`config.mk`:
```
export PLATFORM = sky130hd
export DESIGN_NAME = mem_loader
export DESIGN_NICKNAME = d
export VERILOG_FILES = /design/src/rtl/mem_loader_pkg.sv /design/src/rtl/loader_addr_ctr.sv /design/src/rtl/mem_loader.sv
export SDC_FILE = /design/constraint.sdc
export NUM_CORES = 1
export LEC_CHECK = 0
export ABC_AREA = 1
export BUFFER_PORTS_ARGS = -buffer_cell sky130_fd_sc_hd__buf_2
export CAP_MARGIN = 15
export CELL_PAD_IN_SITES_DETAIL_PLACEMENT = 0
export CELL_PAD_IN_SITES_GLOBAL_PLACEMENT = 1
export CORE_ASPECT_RATIO = 1.75
export CORE_MARGIN = 2
export CORE_UTILIZATION = 42
export DETAILED_ROUTE_END_ITERATION = 12
export GPL_TIMING_DRIVEN = 0
export PLACE_DENSITY = 0.93
export SYNTH_ARGS = -nofsm -noshare
export SYNTH_HDL_FRONTEND = slang
export SYNTH_SLANG_ARGS = --single-unit
```
`constraint.sdc`:
```
create_clock -name clk -period 3.2 [get_ports clk]
set_input_delay 0 -clock clk [delete_from_list [all_inputs] [get_ports clk]]
set_output_delay 0 -clock clk [all_outputs]
set_load 0.01 [all_outputs]
```
`src/rtl/mem_loader_pkg.sv`:
```
// rtl/mem_loader_pkg.sv - shared state and target encodings for the memory loader
package mem_loader_pkg;

  typedef enum logic [3:0] {
    S_IDLE,
    S_ACCEPT,
    S_SETUP,
    S_WRITE,
    S_HOLD,
    S_RD,
    S_CMP,
    S_START,
    S_DONE,
    S_ERR
  } state_t;

  localparam logic SEL_DRAM = 1'b0;
  localparam logic SEL_IRAM = 1'b1;

endpackage

```
`src/rtl/loader_addr_ctr.sv`:
```
// rtl/loader_addr_ctr.sv - per-target write address counter with overflow flag
module loader_addr_ctr #(
  parameter int AW        = 9,
  parameter int BASE_ADDR = 1,
  parameter int MAX_ADDR  = 511
) (
  input  logic        clk,
  input  logic        rst_n,
  input  logic        load,
  input  logic        inc,
  output logic [AW:0] count,
  output logic        ovf
);

  // One extra bit so an address past MAX_ADDR is still representable
  localparam logic [AW:0] BASE_V = (AW+1)'(BASE_ADDR);
  localparam logic [AW:0] MAX_V  = (AW+1)'(MAX_ADDR);
  localparam logic [AW:0] ONE_V  = (AW+1)'(1);

  // Counter restarts at BASE_ADDR per session and steps after each committed word
  always_ff @(posedge clk or negedge rst_n) begin
    if (!rst_n) begin
      count <= BASE_V;
    end else if (load) begin
      count <= BASE_V;
    end else if (inc) begin
      count <= count + ONE_V;
    end
  end

  assign ovf = (count > MAX_V);

endmodule

```
`src/rtl/mem_loader.sv`:
```
// rtl/mem_loader.sv - stream-to-DRAM/IRAM loader with fixed write timing, verify and start pulse
module mem_loader
  import mem_loader_pkg::*;
#(
  parameter int DW        = 16,
  parameter int AW        = 9,
  parameter int BASE_ADDR = 1,
  parameter int MAX_ADDR  = 511,
  parameter int VERIFY    = 1,
  parameter int RD_LAT    = 1,
  parameter int START_LEN = 2
) (
  input  logic          clk,
  input  logic          rst_n,
  input  logic          load_req,
  input  logic          s_valid,
  output logic          s_ready,
  input  logic [DW-1:0] s_data,
  input  logic          s_sel,
  input  logic          s_last,
  output logic [AW-1:0] mem_addr,
  output logic [DW-1:0] mem_wdata,
  output logic          dram_we,
  output logic          iram_we,
  output logic          dram_re,
  output logic          iram_re,
  input  logic [DW-1:0] dram_rdata,
  input  logic [DW-1:0] iram_rdata,
  output logic          proc_start,
  output logic          busy,
  output logic          done,
  output logic          error,
  output logic [AW-1:0] err_addr,
  output logic [AW:0]   word_count
);

  state_t        state, next_state;
  logic          sel_q, last_q;
  logic [2:0]    rd_cnt;
  logic [7:0]    st_cnt;
  logic [AW:0]   d_cnt, i_cnt;
  logic          d_ovf, i_ovf;
  logic          session_start, take, ovf_hit, cmp_fail, advance;
  logic [DW-1:0] rdata_sel;

  loader_addr_ctr #(.AW(AW), .BASE_ADDR(BASE_ADDR), .MAX_ADDR(MAX_ADDR)) u_dram_ctr (
    .clk   (clk),
    .rst_n (rst_n),
    .load  (session_start),
    .inc   (advance && (sel_q == SEL_DRAM)),
    .count (d_cnt),
    .ovf   (d_ovf)
  );

  loader_addr_ctr #(.AW(AW), .BASE_ADDR(BASE_ADDR), .MAX_ADDR(MAX_ADDR)) u_iram_ctr (
    .clk   (clk),
    .rst_n (rst_n),
    .load  (session_start),
    .inc   (advance && (sel_q == SEL_IRAM)),
    .count (i_cnt),
    .ovf   (i_ovf)
  );

  assign rdata_sel = (sel_q == SEL_IRAM) ? iram_rdata : dram_rdata;

  // State register; reset drops straight to IDLE so enables fall asynchronously
  always_ff @(posedge clk or negedge rst_n) begin
    if (!rst_n) state <= S_IDLE;
    else        state <= next_state;
  end

  // Next-state, enables and datapath strobes, all decoded from the current state
  always_comb begin
    next_state    = state;
    s_ready       = 1'b0;
    busy          = 1'b0;
    proc_start    = 1'b0;
    dram_we       = 1'b0;
    iram_we       = 1'b0;
    dram_re       = 1'b0;
    iram_re       = 1'b0;
    session_start = 1'b0;
    take          = 1'b0;
    ovf_hit       = 1'b0;
    cmp_fail      = 1'b0;
    advance       = 1'b0;
    case (state)
      S_IDLE, S_DONE, S_ERR: begin
        if (load_req) begin
          session_start = 1'b1;
          next_state    = S_ACCEPT;
        end
      end
      S_ACCEPT: begin
        s_ready = 1'b1;
        busy    = 1'b1;
        if (s_valid) begin
          if ((s_sel == SEL_IRAM) ? i_ovf : d_ovf) begin
            ovf_hit    = 1'b1;
            next_state = S_ERR;
          end else begin
            take       = 1'b1;
            next_state = S_SETUP;
          end
        end
      end
      S_SETUP: begin
        busy       = 1'b1;
        next_state = S_WRITE;
      end
      S_WRITE: begin
        busy       = 1'b1;
        dram_we    = (sel_q == SEL_DRAM);
        iram_we    = (sel_q == SEL_IRAM);
        next_state = S_HOLD;
      end
      S_HOLD: begin
        busy = 1'b1;
        if (VERIFY != 0) begin
          next_state = S_RD;
        end else begin
          advance    = 1'b1;
          next_state = last_q ? S_START : S_ACCEPT;
        end
      end
      S_RD: begin
        busy = 1'b1;
        if (rd_cnt == 3'd0) begin
          dram_re = (sel_q == SEL_DRAM);
          iram_re = (sel_q == SEL_IRAM);
        end
        if (rd_cnt == 3'(RD_LAT - 1)) next_state = S_CMP;
      end
      S_CMP: begin
        busy = 1'b1;
        if (rdata_sel != mem_wdata) begin
          cmp_fail   = 1'b1;
          next_state = S_ERR;
        end else begin
          advance    = 1'b1;
          next_state = last_q ? S_START : S_ACCEPT;
        end
      end
      S_START: begin
        busy       = 1'b1;
        proc_start = 1'b1;
        if (st_cnt == 8'(START_LEN - 1)) next_state = S_DONE;
      end
      default: next_state = S_IDLE;
    endcase
  end

  // Latched word, address, sticky status and per-state cycle counters
  always_ff @(posedge clk or negedge rst_n) begin
    if (!rst_n) begin
      sel_q      <= SEL_DRAM;
      last_q     <= 1'b0;
      mem_addr   <= '0;
      mem_wdata  <= '0;
      done       <= 1'b0;
      error      <= 1'b0;
      err_addr   <= '0;
      word_count <= '0;
      rd_cnt     <= '0;
      st_cnt     <= '0;
    end else begin
      if (session_start) begin
        done       <= 1'b0;
        error      <= 1'b0;
        err_addr   <= '0;
        word_count <= '0;
      end
      if (take) begin
        sel_q     <= s_sel;
        last_q    <= s_last;
        mem_wdata <= s_data;
        mem_addr  <= (s_sel == SEL_IRAM) ? i_cnt[AW-1:0] : d_cnt[AW-1:0];
      end
      if (ovf_hit) begin
        error    <= 1'b1;
        err_addr <= (s_sel == SEL_IRAM) ? i_cnt[AW-1:0] : d_cnt[AW-1:0];
      end
      if (cmp_fail) begin
        error    <= 1'b1;
        err_addr <= mem_addr;
      end
      if (advance) word_count <= word_count + (AW+1)'(1);
      if (state == S_START && next_state == S_DONE) done <= 1'b1;
      rd_cnt <= (state == S_RD)    ? rd_cnt + 3'd1 : 3'd0;
      st_cnt <= (state == S_START) ? st_cnt + 8'd1 : 8'd0;
    end
  end

endmodule

```
After elaboration in Yosys (flattened, before gate mapping)
Cells that the tools add are included.

cells by class
  bitwise gates (word level) = 1
  divide/modulo/power cells = 0
  $lt $le $gt $ge = 2
  shifts and indexed selects = 0
  reduce and logical (&&, ||, !) cells = 12
  multiplexer cells = 47
  $mul = 0
  equal/unequal tests = 12
  $add $sub $neg = 5

operators with widths
  cell                                                                              count
  10-bit two-way mux                                                                6
  9-bit two-way mux                                                                 4
  4-bit case mux with 8 select lines                                                1
  10-bit by 1-bit adder with 10-bit output, second input constant                   3
  1-bit two-way mux                                                                 26
  4-bit two-way mux                                                                 6
  10-bit by 9-bit greater-than comparator with 1-bit output, second input constant  2
  4-bit by 3-bit equality test with 1-bit output, second input constant             4
  16-bit two-way mux                                                                1
  16-bit inequality test                                                            1
  4-bit equality test, second input constant                                        3
  8-bit by 1-bit adder with 8-bit output, second input constant                     1
  4-bit by 2-bit equality test with 1-bit output, second input constant             2
  8-bit by 1-bit equality test with 1-bit output, second input constant             1
  8-bit two-way mux                                                                 1
  2-bit nonzero test                                                                4
  7-bit OR reduction                                                                1
  3-bit two-way mux                                                                 2
  4-bit by 1-bit equality test with 1-bit output, second input constant             1
  4-bit zero test                                                                   1
  3-bit by 1-bit adder with 3-bit output, second input constant                     1
  1-bit logical AND                                                                 3
  3-bit zero test                                                                   1
  3-bit nonzero test                                                                1
  other kinds (2)                                                                   2

word-level totals
  input port bits = 54
  memories kept = 0
  logic and storage cells = 92
  bits in registers = 83
  bits in latches = 0
  memory bits (writable) = 0
  bits in read-only memories = 0
  output and inout port bits = 53

Longest topological paths before layout
Gate-level depths: netlist (run 1).

  depth in word-level cells = 8
  mapped depth = 15
  mapped depth without buffers = 13

Modules after synthesis
From an unflattened synthesis (run 1), not the netlist that was laid out.

second synthesis, totals
  cells, all modules = 693
  area, all modules = 4,803.4 um^2

modules (own cells, without submodules)
  module           instances  seq. area each (um^2)  area an instance (um^2)  cells each
  mem_loader       1          1,576.5                3,659.8                  537
  loader_addr_ctr  2          251.5                  571.8                    78

Least setup slack after synthesis (run 1)
No wires, ideal clock.

  path type = register -> register
  start point = reg state[1]
  end point = reg mem_addr[5]
  required time = 3,075 ps
  cell stages (with the launch flop) = 8
  buffers on the path = 1
  data arrival time = 1,727 ps
  path slack = 1,348 ps
  period minus slack after synthesis = 1,852 ps
  library setup time = 125 ps
  path through = dfrtp_1 > nor2_1 > inv_1 > nor2_1 > inv_1 > nor2_4 > buf_4 > mux2_2

between the ends
  cells in the longest elaborated chain, start to end = 2

RTL lines
  item                                            RTL line           RTL
  from (decl)                                     mem_loader.sv:37   state_t state, next_state;
  from (signal assigned)                          mem_loader.sv:69   else state <= next_state;
  4-bit by 1-bit equality test with 1-bit output  mem_loader.sv:87   case (state)
  1-bit two-way mux                               mem_loader.sv:87
  to (signal assigned)                            mem_loader.sv:177  mem_addr <= (s_sel == SEL_IRAM) ? i_cnt[AW-1:0] : d_cnt[AW-1:0];
  to (decl)                                       mem_loader.sv:21   output logic [AW-1:0] mem_addr,

Every way passes these cells.
A chain may end at the register's enable or synchronous reset.

Final worst setup path (run 1)
  start point = reg state[1]
  end point = reg u_iram_ctr.count[7]

between the ends
  cells in the longest elaborated chain, start to end = 4
  elaborated cells between the ends (all ways) = 10
  classes of those cells = 3 x eq/ne; 3 x mux; 4 x reduce/logical

RTL lines
  item                                                      RTL line                            RTL
  4-bit equality test, or another cell as far along         mem_loader.sv:87
  3-bit OR reduction or 1-bit two-way mux (tied branches)   n/a
  1-bit two-way mux or 1-bit logical AND (tied branches)    mem_loader.sv:87, mem_loader.sv:59
  10-bit two-way mux or 2-bit nonzero test (tied branches)  n/a
  to (signal assigned)                                      loader_addr_ctr.sv:27               count <= count + ONE_V;
  to (decl)                                                 loader_addr_ctr.sv:11               output logic [AW:0] count,

Several ways; a longest one is shown, not always the timed one.

==> impl_metrics.env, run 1 <==
export IMPL_grt_start_max_net_pins=66
export IMPL_n_antenna_cell=0
export IMPL_finalClockSkew_ns=0.00870
export IMPL_min_path_cells=4
export IMPL_core_area_um2=11500
export IMPL_worst_endpoint_arrival_ns=2.53
export IMPL_setup_worst_path_class="flip-flop to flip-flop"
export IMPL_grt_util_met2=0.430
export IMPL_period_utilisation_layout=0.701
export IMPL_worst_ir_drop_vdd_uv=391
export IMPL_clock_path_buffers=2
export IMPL_result_of_the_run="completed"
export IMPL_timing_critical_path_from_type="flip-flop"
export IMPL_synth_edf_count=0
export IMPL_postSynthNetCount=730
export IMPL_grtUsageTotal=0.227
export IMPL_synthesized_instance_count=669
export IMPL_layout_setup_ws_ns=0.958
export IMPL_critical_path_cell_count=8
export IMPL_cts_root_buf="sky130_fd_sc_hd__clkbuf_16"
export IMPL_cpMaxStageDelayCell="sky130_fd_sc_hd__nor3_2"
export IMPL_initial_antenna_violation_count=0
export IMPL_detailed_place_hpwl_mm=10.4
export IMPL_achievable_freq_mhz=446
export IMPL_global_route_usage_met1=0.248
export IMPL_crit_path_end_kind="flip-flop"
export IMPL_number_of_fill_cells=1107
export IMPL_cp_max_fo=10
export IMPL_hold_violations=0
export IMPL_cts_sinks=83
export IMPL_grt_util_met3=0.0339
export IMPL_dp_cells=911
export IMPL_cpMostUsedCell="sky130_fd_sc_hd__nand2_1"
export IMPL_mappedNetlistArea_um2=4860
export IMPL_synth_top_cells_by_area="sky130_fd_sc_hd__dfrtp_1 42%, sky130_fd_sc_hd__nand2_1 16%, sky130_fd_sc_hd__nand3_1 10%"
export IMPL_min_delay_start="load_req"
export IMPL_synth_async_reset_ratio=1.00
export IMPL_globalRoute_busiestLayer="met2"
export IMPL_boundaryPins=107
export IMPL_yosys_area_top_type="sky130_fd_sc_hd__dfrtp_1"
export IMPL_setup_violations=0
export IMPL_ant_nets=0
export IMPL_worstReg2RegStart="state[1]"
export IMPL_area_sequential_um2=2080
export IMPL_postSynthRegisterBits=83
export IMPL_row_count=52
export IMPL_rsz0062_at_grt="no"
export IMPL_setup_total_negative_slack_ns=0
export IMPL_hold_worst_slack_ns=0.0452
export IMPL_power_density_nw_per_um2=729
export IMPL_finalCriticalPeriod_ns=2.24
export IMPL_crit_reg_reg_endpoint="u_iram_ctr.count[7]"
export IMPL_cpPeakStageDelay_ns=0.44
export IMPL_multi_input_area_um2=2330
export IMPL_non_filler_instance_count_after_layout=945
export IMPL_worst_slew_margin_relative_to_its_limit=0.611
export IMPL_cts_tree="yes"
export IMPL_leakage_component_of_the_power_nw=3.21
export IMPL_post_synth_cell_area_avg_um2=7.27
export IMPL_path_clk_slew_ns=0.06
export IMPL_initialDrtViolationCount=296
export IMPL_clkLatencyLatePin_ns=0.35
export IMPL_ratio_of_cells_with_drive_above_1_in_the_final_layout=0.205
export IMPL_detail_route_wirelength_mm=13.6
export IMPL_detail_route_drc_violations=0
export IMPL_timing_critical_path_max_delay_family="simple AND/OR/NAND/NOR gates"
export IMPL_first_global_vias=4862
export IMPL_die_w_um=85.4
export IMPL_power_w=0.00444
export IMPL_io_buffers=106
export IMPL_worstPathRequired_ns=3.48
export IMPL_worstPathCellList="nor2_1 -> inv_1 -> nor3_2 -> inv_2 -> nand2_1 -> clkbuf_1 -> nand3_1 -> nand2_1"
export IMPL_cts_post_setup_buffers_inserted=0
export IMPL_detailroute_via_count=4795
export IMPL_cap_viol_max_count=0
export IMPL_globalplace_congestion=0.880
export IMPL_chipHeight_um=146
export IMPL_synth_lib_cells_used_distinct=37
export IMPL_cts_max_level=3
export IMPL_route_detailed_vias_per_inst=5.07
export IMPL_layout_common_cells="206 x sky130_fd_sc_hd__nand2_1, 108 x sky130_fd_sc_hd__buf_2, 102 x sky130_fd_sc_hd__nand3_1"
export IMPL_first_pass_iters=4
export IMPL_ff2ff_path_depth=8
export IMPL_cp_buffers_inverters=3
export IMPL_dp_slack_ns=0.977
export IMPL_gr_total_overflow=0
export IMPL_route_detailed_wl_per_inst_um=14.4
export IMPL_start_util=0.425
export IMPL_mostFrequentLayoutCell="sky130_fd_sc_hd__nand2_1"
export IMPL_cts_made_buffers=9
export IMPL_worstHoldEndpoint="state[3]"
export IMPL_nets=866
export IMPL_ff2ff_setup_slack_ns=0.96
export IMPL_timing_hold_worst_class="primary input to flip-flop"
export IMPL_floorplan_die_area_um2=12500
export IMPL_wire_length_of_the_first_global_routing_pass_mm=22.6
export IMPL_synth_top_area_frac=0.417
export IMPL_worstMarginPinSlew_ns=0.581
export IMPL_final_max_slew_violation_count=0
export IMPL_ys_warnings_count=0
export IMPL_seq_area_frac_synth=0.427
export IMPL_synth_flop_cell="sky130_fd_sc_hd__dfrtp_1"
export IMPL_area_growth_synth_to_final_pct=25.2
## metrics by stage
| step | utilization | instance area (um^2) |
|---|---|---|
| after floorplan | - | 4860 |
| after global placement | 0.486 | 5560 |
| after detailed placement | 0.489 | 5590 |
| after CTS | 0.532 | 6090 |
| after global routing | 0.532 | 6090 |
| final | 0.532 | 6090 |
## cell type report
type | instances | area share
Buffer | 22 | 0.0209
Inverter | 86 | 0.0534
Clock inverter | 6 | 0.0146
Timing Repair Buffer | 125 | 0.122
Tap cell | 135 | 0.0277
Multi-Input combinational cell | 478 | 0.383
Sequential cell | 83 | 0.341
Clock buffer | 10 | 0.0376
## sequential cells by signal (all words and copies together) (netlist names)
signal	count
st_cnt	8
sel_q	1
done	1
error	1
state	4
mem_addr	9
u_iram_ctr.count	10
u_dram_ctr.count	10
err_addr	9
word_count	10
mem_wdata	16
rd_cnt	3
last_q	1
## worst max-delay path by stage
stage,startpoint,endpoint,slack (ns)
after detailed placement,state[1],u_iram_ctr.count[7],0.98
after global routing,state[1],u_dram_ctr.count[5],0.75
after floorplan,state[1],mem_addr[5],1.35
after global placement,state[1],u_iram_ctr.count[0],1.01
after CTS,state[1],u_iram_ctr.count[5],0.96
final,state[1],u_iram_ctr.count[7],0.96
## logic make-up (layout without fill, tap and decap cells)
| logic type | Yosys count | count (layout) | synth area share |
|---|---|---|---|
| muxes | 10 | 10 | 0.0231 |
| AOI/OAI and AO/OA | 61 | 61 | 0.0651 |
| buffers and inverters | 108 | 249 | 0.0931 |
| adders and majority gates | 7 | 7 | 0.0180 |
| xor gates and xnor gates | 8 | 8 | 0.0144 |
| DFF | 83 | 83 | 0.427 |
| and+or+nand+nor | 392 | 392 | 0.359 |
## tightest hold or removal path: stages
cell and delay [ns]:
sky130_fd_sc_hd__buf_2 0.11, sky130_fd_sc_hd__inv_1 0.08, sky130_fd_sc_hd__a31oi_1 0.08, sky130_fd_sc_hd__nand3_1 0.08
## power by group
group	total [W]	internal, W	switching, W	leakage (nW)
Sequential	0.00155	0.00132	0.000236	1.11
Combinational	0.00177	0.000634	0.00114	1.95
Clock	0.00112	0.000685	0.000432	0.149
Total	0.00444	0.00263	0.00181	3.21
## cell usage after synthesis, types with 2 or more instances
library cell,number
sky130_fd_sc_hd__a21oi_1,15
sky130_fd_sc_hd__buf_2,3
sky130_fd_sc_hd__buf_4,7
sky130_fd_sc_hd__buf_6,2
sky130_fd_sc_hd__clkbuf_1,10
sky130_fd_sc_hd__dfrtp_1,81
sky130_fd_sc_hd__dfstp_2,2
sky130_fd_sc_hd__ha_1,7
sky130_fd_sc_hd__inv_1,82
sky130_fd_sc_hd__inv_2,2
sky130_fd_sc_hd__mux2_1,3
sky130_fd_sc_hd__mux2_2,7
sky130_fd_sc_hd__nand2_1,206
sky130_fd_sc_hd__nand2_2,3
sky130_fd_sc_hd__nand3_1,102
sky130_fd_sc_hd__nand3b_1,2
sky130_fd_sc_hd__nand4_1,5
sky130_fd_sc_hd__nand4_2,2
sky130_fd_sc_hd__nor2_1,42
sky130_fd_sc_hd__nor2_4,3
sky130_fd_sc_hd__nor3_1,10
sky130_fd_sc_hd__nor3_2,3
sky130_fd_sc_hd__nor4_1,3
sky130_fd_sc_hd__o21ai_0,40
sky130_fd_sc_hd__o21ai_1,2
sky130_fd_sc_hd__or2_2,8
sky130_fd_sc_hd__xor2_1,7
## routing by layer
layer	wire length, um	vias up
met5	0	-
met4	303	0
met3	626	20
met2	7340	145
met1	5350	2213
li1	-	2417
## repair_timing
item | 4_1_cts | 5_1_grt
endpoints found under the hold margin | 98 | 0
gates resized for setup | 0 | 0
hold buffers | 18 | 0
(Power assumes the default switching activity.)
==> run 2, diff against run 1 <==
- CORE_UTILIZATION: 42 -> 35
- PLACE_DENSITY: 0.93 -> 0.84
- clock period: 3.2 -> 1.8 ns (I/O delays scaled with it)
==> run 2 against run 1 <==
Effect of this change:
- the flow now finishes with violations (setup timing)
- highest routed layer unchanged
- sequential cell count unchanged
- utilization decreased by 4.6 points
- register-to-register slack lost 1.2 ns
- clock skew rose by 0.00097 ns
- critical path type unchanged
- combinational power increased by 130%
==> impl_metrics.env, run 2 (synthesis results as in run 1) <==
export IMPL_achievable_freq_mhz=494
export IMPL_setup_violations=43
export IMPL_netSwitchingFraction=0.413
export IMPL_grtUsageTotal=0.204
export IMPL_crit_path_end_kind="flip-flop"
export IMPL_initial_antenna_violation_count=0
export IMPL_critical_path_cell_count=14
export IMPL_clock_path_buffers=2
export IMPL_timing_hold_worst_class="primary input to flip-flop"
export IMPL_grt_start_max_net_pins=65
export IMPL_top_register="mem_wdata"
export IMPL_cts_tree="yes"
export IMPL_global_route_usage_met1=0.208
export IMPL_power_density_nw_per_um2=1320
export IMPL_rsz0062_at_grt="yes"
export IMPL_ff2ff_path_depth=14
export IMPL_non_filler_instance_count_after_layout=1014
export IMPL_leakage_component_of_the_power_nw=3.46
export IMPL_cts_made_buffers=9
export IMPL_postLayoutCoreUtil=0.486
export IMPL_cpMaxStageDelayCell="sky130_fd_sc_hd__dfrtp_1"
export IMPL_row_count=57
export IMPL_wire_length_of_the_first_global_routing_pass_mm=23.9
export IMPL_detailroute_via_count=4961
export IMPL_worstPathRequired_ns=2.02
export IMPL_globalplace_congestion=0.798
export IMPL_setup_worst_path_class="flip-flop to flip-flop"
export IMPL_min_delay_start="load_req"
export IMPL_start_util=0.353
export IMPL_worstMarginPinSlew_ns=0.569
export IMPL_crit_end="word_count[6]"
export IMPL_chipHeight_um=160
export IMPL_clock_power_share=0.227
export IMPL_detail_route_wirelength_mm=15.1
export IMPL_crit_reg_reg_endpoint="word_count[6]"
export IMPL_n_antenna_cell=0
export IMPL_cp_buffers_inverters=4
export IMPL_layout_common_cells="200 x sky130_fd_sc_hd__nand2_1, 108 x sky130_fd_sc_hd__buf_2, 96 x sky130_fd_sc_hd__nand3_1"
export IMPL_route_detailed_wl_per_inst_um=14.9
export IMPL_worst_slew_margin_relative_to_its_limit=0.619
export IMPL_globalRoute_busiestLayer="met2"
export IMPL_nets=893
export IMPL_cp_max_fo=10
export IMPL_violations_in_the_final_reports="setup timing"
export IMPL_cts_sinks=83
export IMPL_comb_power_share=0.456
export IMPL_ant_nets=0
export IMPL_clkLatencyLatePin_ns=0.35
export IMPL_path_clk_slew_ns=0.07
export IMPL_ratio_of_cells_with_drive_above_1_in_the_final_layout=0.268
export IMPL_cts_root_buf="sky130_fd_sc_hd__clkbuf_16"
export IMPL_timing_critical_path_max_delay_family="simple AND/OR/NAND/NOR gates"
export IMPL_finalCriticalPeriod_ns=2.02
export IMPL_cap_viol_max_count=0
export IMPL_internal_power_w=0.00516
export IMPL_area_growth_synth_to_final_pct=37.4
export IMPL_detailed_place_hpwl_mm=10.7
export IMPL_power_switching_w=0.00363
export IMPL_timing_critical_path_from_type="flip-flop"
export IMPL_io_buffers=106
export IMPL_grt_util_met3=0.0307
export IMPL_gr_total_overflow=0
export IMPL_final_max_slew_violation_count=0
export IMPL_dp_cells=953
export IMPL_seq_power_share=0.317
export IMPL_hold_violations=0
export IMPL_initialDrtViolationCount=223
export IMPL_first_pass_iters=5
export IMPL_floorplan_die_area_um2=14900
export IMPL_route_detailed_vias_per_inst=4.89
export IMPL_core_area_um2=13800
export IMPL_worstPathCellList="buf_6 -> buf_6 -> nand2_2 -> nand2_2 -> nand2_1 -> nand2_1 -> nor2_1 -> nand3_1 -> nor2_4 -> nand3_4 -> nand2_8 -> buf_12 -> buf_8 -> o21ai_0"
export IMPL_ff2ff_setup_slack_ns=-0.22
export IMPL_die_w_um=93.1
export IMPL_first_global_vias=4960
export IMPL_worst_ir_drop_vdd_uv=486
export IMPL_result_of_the_run="complete, but fails checks"
export IMPL_mostFrequentLayoutCell="sky130_fd_sc_hd__nand2_1"
export IMPL_detail_route_drc_violations=0
export IMPL_worstReg2RegStart="sel_q"
export IMPL_finalClockSkew_ns=0.00967
export IMPL_worst_endpoint_arrival_ns=2.25
export IMPL_cts_max_level=3
export IMPL_grt_util_met2=0.399
export IMPL_largest_register_ff_count=16
export IMPL_boundaryPins=107
export IMPL_period_utilisation_layout=1.12
export IMPL_cpPeakStageDelay_ns=0.37
export IMPL_layout_setup_ws_ns=-0.225
export IMPL_startpoint="sel_q"
run 2: worst register-to-register path, stage by stage, from the launching register on:
cell	delay (ns)
sky130_fd_sc_hd__dfrtp_1	0.37
sky130_fd_sc_hd__buf_6	0.15
sky130_fd_sc_hd__buf_6	0.15
sky130_fd_sc_hd__nand2_2	0.08
sky130_fd_sc_hd__nand2_2	0.05
sky130_fd_sc_hd__nand2_1	0.05
sky130_fd_sc_hd__nand2_1	0.07
sky130_fd_sc_hd__nor2_1	0.10
sky130_fd_sc_hd__nand3_1	0.12
sky130_fd_sc_hd__nor2_4	0.17
sky130_fd_sc_hd__nand3_4	0.15
sky130_fd_sc_hd__nand2_8	0.13
sky130_fd_sc_hd__buf_12	0.12
sky130_fd_sc_hd__buf_8	0.12
sky130_fd_sc_hd__o21ai_0	0.08
run 2: timing repair:
item | CTS | global route
endpoints found under the hold margin | 98 | 0
gates resized for setup | 58 | 11
setup buffers | 18 | 4
pin swaps | 18 | 5
cloned | 4 | 1
hold buffers | 18 | 0
setup endpoints to repair | 67 | 75
run 2: layout make-up:
| cell class | instances | area (um^2) |
|---|---|---|
| fillers | 1374 | 7080 |
| multi-input cells | 479 | 2500 |
| flip-flops and latches | 83 | 2080 |
| repair buffers | 151 | 1030 |
| inverters | 86 | 335 |
| clock buffers | 12 | 267 |
| well taps | 177 | 221 |
| plain buffers | 22 | 186 |
| clock inverters | 4 | 56.3 |
run 2: routing by layer:
metal	routed length (um)	part of all wire
met5	0	0
met1	5500	0.36
met3	647	0.043
met4	630	0.042
met2	8290	0.55
run 2: power groups by stage:
stage / Combinational (W) / Clock (W) / Sequential (W)
CTS: 0.00387 / 0.00202 / 0.00278
global route: 0.00440 / 0.00210 / 0.00284
finish: 0.00401 / 0.00200 / 0.00278
global placement: 0.00315 / 0 / 0.00278
detailed placement: 0.00317 / 0 / 0.00279
floorplan: 0.00196 / 0 / 0.00282
run 2: worst min-delay path by stage:
stage	end	depth (start not counted)	slack (ns)
after floorplan	done	0	-0.30
after global placement	mem_wdata[10]	3	0.21
after detailed placement	err_addr[1]	1	-0.09
after CTS	state[3]	4	0.06
after global routing	mem_wdata[3]	2	0.11
final	state[3]	4	0.06
run 2: stage by stage:
| step | setup TNS (ns) | worst slack [ns] | cell area (um^2) | total power, W | hold slack [ns] |
|---|---|---|---|---|---|
| finish | -7.60 | -0.225 | 6680 | 0.00879 | 0.0639 |
| CTS | -8.56 | -0.248 | 6600 | 0.00867 | 0.0585 |
| global route | -12.86 | -0.356 | 6680 | 0.00934 | 0.114 |
| floorplan | 0 | 0.0265 | 4870 | 0.00478 | -0.296 |
| global placement | -29.65 | -0.599 | 5620 | 0.00594 | 0.207 |
| detailed placement | -23.89 | -0.580 | 5650 | 0.00596 | -0.0885 |
==> run 3, diff against run 2 <==
- SETUP_SLACK_MARGIN: default -> 0.2
==> run 3 against run 2 <==
Effect of this change:
- clock power fell by 7%
- non-clock buffer count rose by 23
- sequential share of layout area fell by 3.0 points
- largest power group unchanged
- largest cell class unchanged
- fmax fell by 5.1%
- via count rose by 3.4%
- critical path type unchanged
- count of clock-buffer cells in the layout fell by 2
- hold slack improved by 0.016 ns
- register-to-register slack got worse by 0.11 ns
- global-route usage rose by 1.0 points
- the run still ends with setup timing left
- power rose by 9.3%
- sequential power barely moved
- die area did not move
==> impl_metrics.env, run 3 (synthesis results as in run 1) <==
export IMPL_leakage_component_of_the_power_nw=3.76
export IMPL_boundaryPins=107
export IMPL_nets=917
export IMPL_setup_violations=43
export IMPL_clock_path_buffers=2
export IMPL_achievable_freq_mhz=469
export IMPL_power_w=0.00961
export IMPL_row_count=57
export IMPL_ratio_of_cells_with_drive_above_1_in_the_final_layout=0.391
export IMPL_floorplan_die_area_um2=14900
export IMPL_detailed_place_hpwl_mm=10.7
export IMPL_result_of_the_run="complete, but fails checks"
export IMPL_top_register="mem_wdata"
export IMPL_cts_made_buffers=9
export IMPL_first_global_vias=5066
export IMPL_crit_path_end_kind="flip-flop"
export IMPL_cts_max_level=3
export IMPL_hold_violations=0
export IMPL_setup_total_negative_slack_ns=-12.03
export IMPL_power_density_nw_per_um2=1300
export IMPL_crit_reg_reg_endpoint="u_dram_ctr.count[2]"
export IMPL_min_path_cells=4
export IMPL_path_clk_slew_ns=0.06
export IMPL_worstReg2RegStart="sel_q"
export IMPL_layout_setup_ws_ns=-0.333
export IMPL_route_detailed_vias_per_inst=4.94
export IMPL_globalplace_congestion=0.835
export IMPL_io_buffers=106
export IMPL_cts_sinks=83
export IMPL_cts_tree="yes"
export IMPL_worstHoldEndpoint="state[3]"
export IMPL_initial_antenna_violation_count=0
export IMPL_gr_total_overflow=0
export IMPL_wire_length_of_the_first_global_routing_pass_mm=25.0
export IMPL_ff2ff_setup_slack_ns=-0.33
export IMPL_layout_common_cells="172 x sky130_fd_sc_hd__nand2_1, 107 x sky130_fd_sc_hd__buf_2, 79 x sky130_fd_sc_hd__dfrtp_1"
export IMPL_period_utilisation_layout=1.19
export IMPL_worst_endpoint_arrival_ns=2.41
export IMPL_route_detailed_wl_per_inst_um=15.7
export IMPL_ff2ff_path_depth=17
export IMPL_chipHeight_um=160
export IMPL_detailroute_via_count=5128
export IMPL_first_pass_iters=4
export IMPL_cap_viol_max_count=0
export IMPL_core_area_um2=13800
export IMPL_worst_ir_drop_vdd_uv=624
export IMPL_clkLatencyLatePin_ns=0.34
export IMPL_final_max_slew_violation_count=0
export IMPL_area_growth_synth_to_final_pct=51.9
export IMPL_largest_register_ff_count=16
export IMPL_cts_root_buf="sky130_fd_sc_hd__clkbuf_16"
export IMPL_detail_route_drc_violations=0
export IMPL_dp_cells=953
export IMPL_ant_nets=0
export IMPL_detail_route_wirelength_mm=16.3
export IMPL_hold_worst_slack_ns=0.0795
export IMPL_violations_in_the_final_reports="setup timing"
export IMPL_setup_worst_path_class="flip-flop to flip-flop"
export IMPL_worst_slew_margin_relative_to_its_limit=0.467
export IMPL_cp_max_fo=5
export IMPL_grtUsageTotal=0.214
export IMPL_min_delay_start="load_req"
export IMPL_dp_slack_ns=-0.528
export IMPL_finalCriticalPeriod_ns=2.13
export IMPL_non_filler_instance_count_after_layout=1038
export IMPL_rsz0062_at_grt="yes"
export IMPL_finalClockSkew_ns=0.00762
export IMPL_worstPathRequired_ns=2.08
export IMPL_start_util=0.353
export IMPL_grt_start_max_net_pins=53
export IMPL_initialDrtViolationCount=264
export IMPL_mostFrequentLayoutCell="sky130_fd_sc_hd__nand2_1"
export IMPL_n_antenna_cell=0
export IMPL_worstMarginPinSlew_ns=0.796
export IMPL_die_w_um=93.1
export IMPL_timing_critical_path_from_type="flip-flop"
export IMPL_timing_hold_worst_class="primary input to flip-flop"
## run 3: cell types whose count changed in the layout (fill, tap and decap cells not counted), moves of 6 or more
cell                      before  now
sky130_fd_sc_hd__nand2_1     200  172
sky130_fd_sc_hd__inv_1        80   72
sky130_fd_sc_hd__o21ai_0      39   17
sky130_fd_sc_hd__nand2_4       1   10
sky130_fd_sc_hd__mux2_2        7    0
sky130_fd_sc_hd__nand3_2       6   32
sky130_fd_sc_hd__nand2_2       6   25
sky130_fd_sc_hd__buf_4        18   26
sky130_fd_sc_hd__buf_6         9   21
sky130_fd_sc_hd__nor2_1       36   30
sky130_fd_sc_hd__nand3_1      96   70
sky130_fd_sc_hd__mux2_4        0   10
sky130_fd_sc_hd__o21ai_2       0   18
## run 3: per-stage QoR
stage	cell area, um^2	utilization
3_5_place_dp	5680	0.413
3_3_place_gp	5650	0.411
6_report	7390	0.537
4_1_cts	6910	0.502
5_1_grt	7390	0.537
2_1_floorplan	4900	-
## run 3: worst max-delay path, stage by stage, from the launching register on
cell and delay, ns:
sky130_fd_sc_hd__dfrtp_1 0.35, sky130_fd_sc_hd__buf_6 0.15, sky130_fd_sc_hd__inv_8 0.06, sky130_fd_sc_hd__buf_8 0.14, sky130_fd_sc_hd__nand2_4 0.06, sky130_fd_sc_hd__nand2_1 0.05
sky130_fd_sc_hd__nand2_1 0.08, sky130_fd_sc_hd__nand2_2 0.09, sky130_fd_sc_hd__nor2_2 0.12, sky130_fd_sc_hd__nand2_2 0.08, sky130_fd_sc_hd__nor2_4 0.16, sky130_fd_sc_hd__buf_6 0.12
sky130_fd_sc_hd__nand3_4 0.13, sky130_fd_sc_hd__nand2_8 0.12, sky130_fd_sc_hd__buf_6 0.10, sky130_fd_sc_hd__buf_8 0.11, sky130_fd_sc_hd__nand3_1 0.06, sky130_fd_sc_hd__nand2_1 0.07
## run 3: layout make-up
type | count | area [um^2]
inverter | 86 | 348
tap | 177 | 221
timing repair buffer | 174 | 1300
clock inverter | 6 | 65.1
multi-input combinational | 480 | 2910
clock buffer | 10 | 229
fill | 1290 | 6380
buffer | 22 | 229
sequential | 83 | 2080
## run 3: what timing repair did
| item | in CTS | in global routing |
|---|---|---|
| hold endpoints to repair | 48 | 0 |
| hold buffers | 18 | 0 |
| pin swaps | 30 | 50 |
| setup endpoints to repair | 75 | 74 |
| resized for setup | 114 | 114 |
| cloned | 6 | 3 |
| buffers inserted | 35 | 7 |
## run 3: how the worst max path moves through the flow
stage	from	endpoint	slack, ns	depth (start not counted)
2_1_floorplan	sel_q	word_count[8]	0.06	13
3_3_place_gp	state[1]	u_dram_ctr.count[7]	-0.51	8
3_5_place_dp	state[1]	u_dram_ctr.count[8]	-0.53	8
4_1_cts	sel_q	u_dram_ctr.count[0]	-0.28	17
5_1_grt	sel_q	u_dram_ctr.count[2]	-0.45	17
6_report	sel_q	u_dram_ctr.count[2]	-0.33	17
## run 3: routing by layer
metal | part of all wire | routed length [um] | GRT usage
met4 | 0.031 | 504 | 0.0742
met1 | 0.37 | 6010 | 0.219
met5 | 0 | 0 | 0
met2 | 0.56 | 9090 | 0.422
met3 | 0.042 | 680 | 0.0373
## run 3: power breakdown
| part | switching [W] | total, W | internal [W] |
|---|---|---|---|
| Combinational | 0.00282 | 0.00496 | 0.00215 |
| Sequential | 0.000451 | 0.00279 | 0.00234 |
| Clock | 0.000777 | 0.00186 | 0.00108 |
| Total | 0.00404 | 0.00961 | 0.00557 |
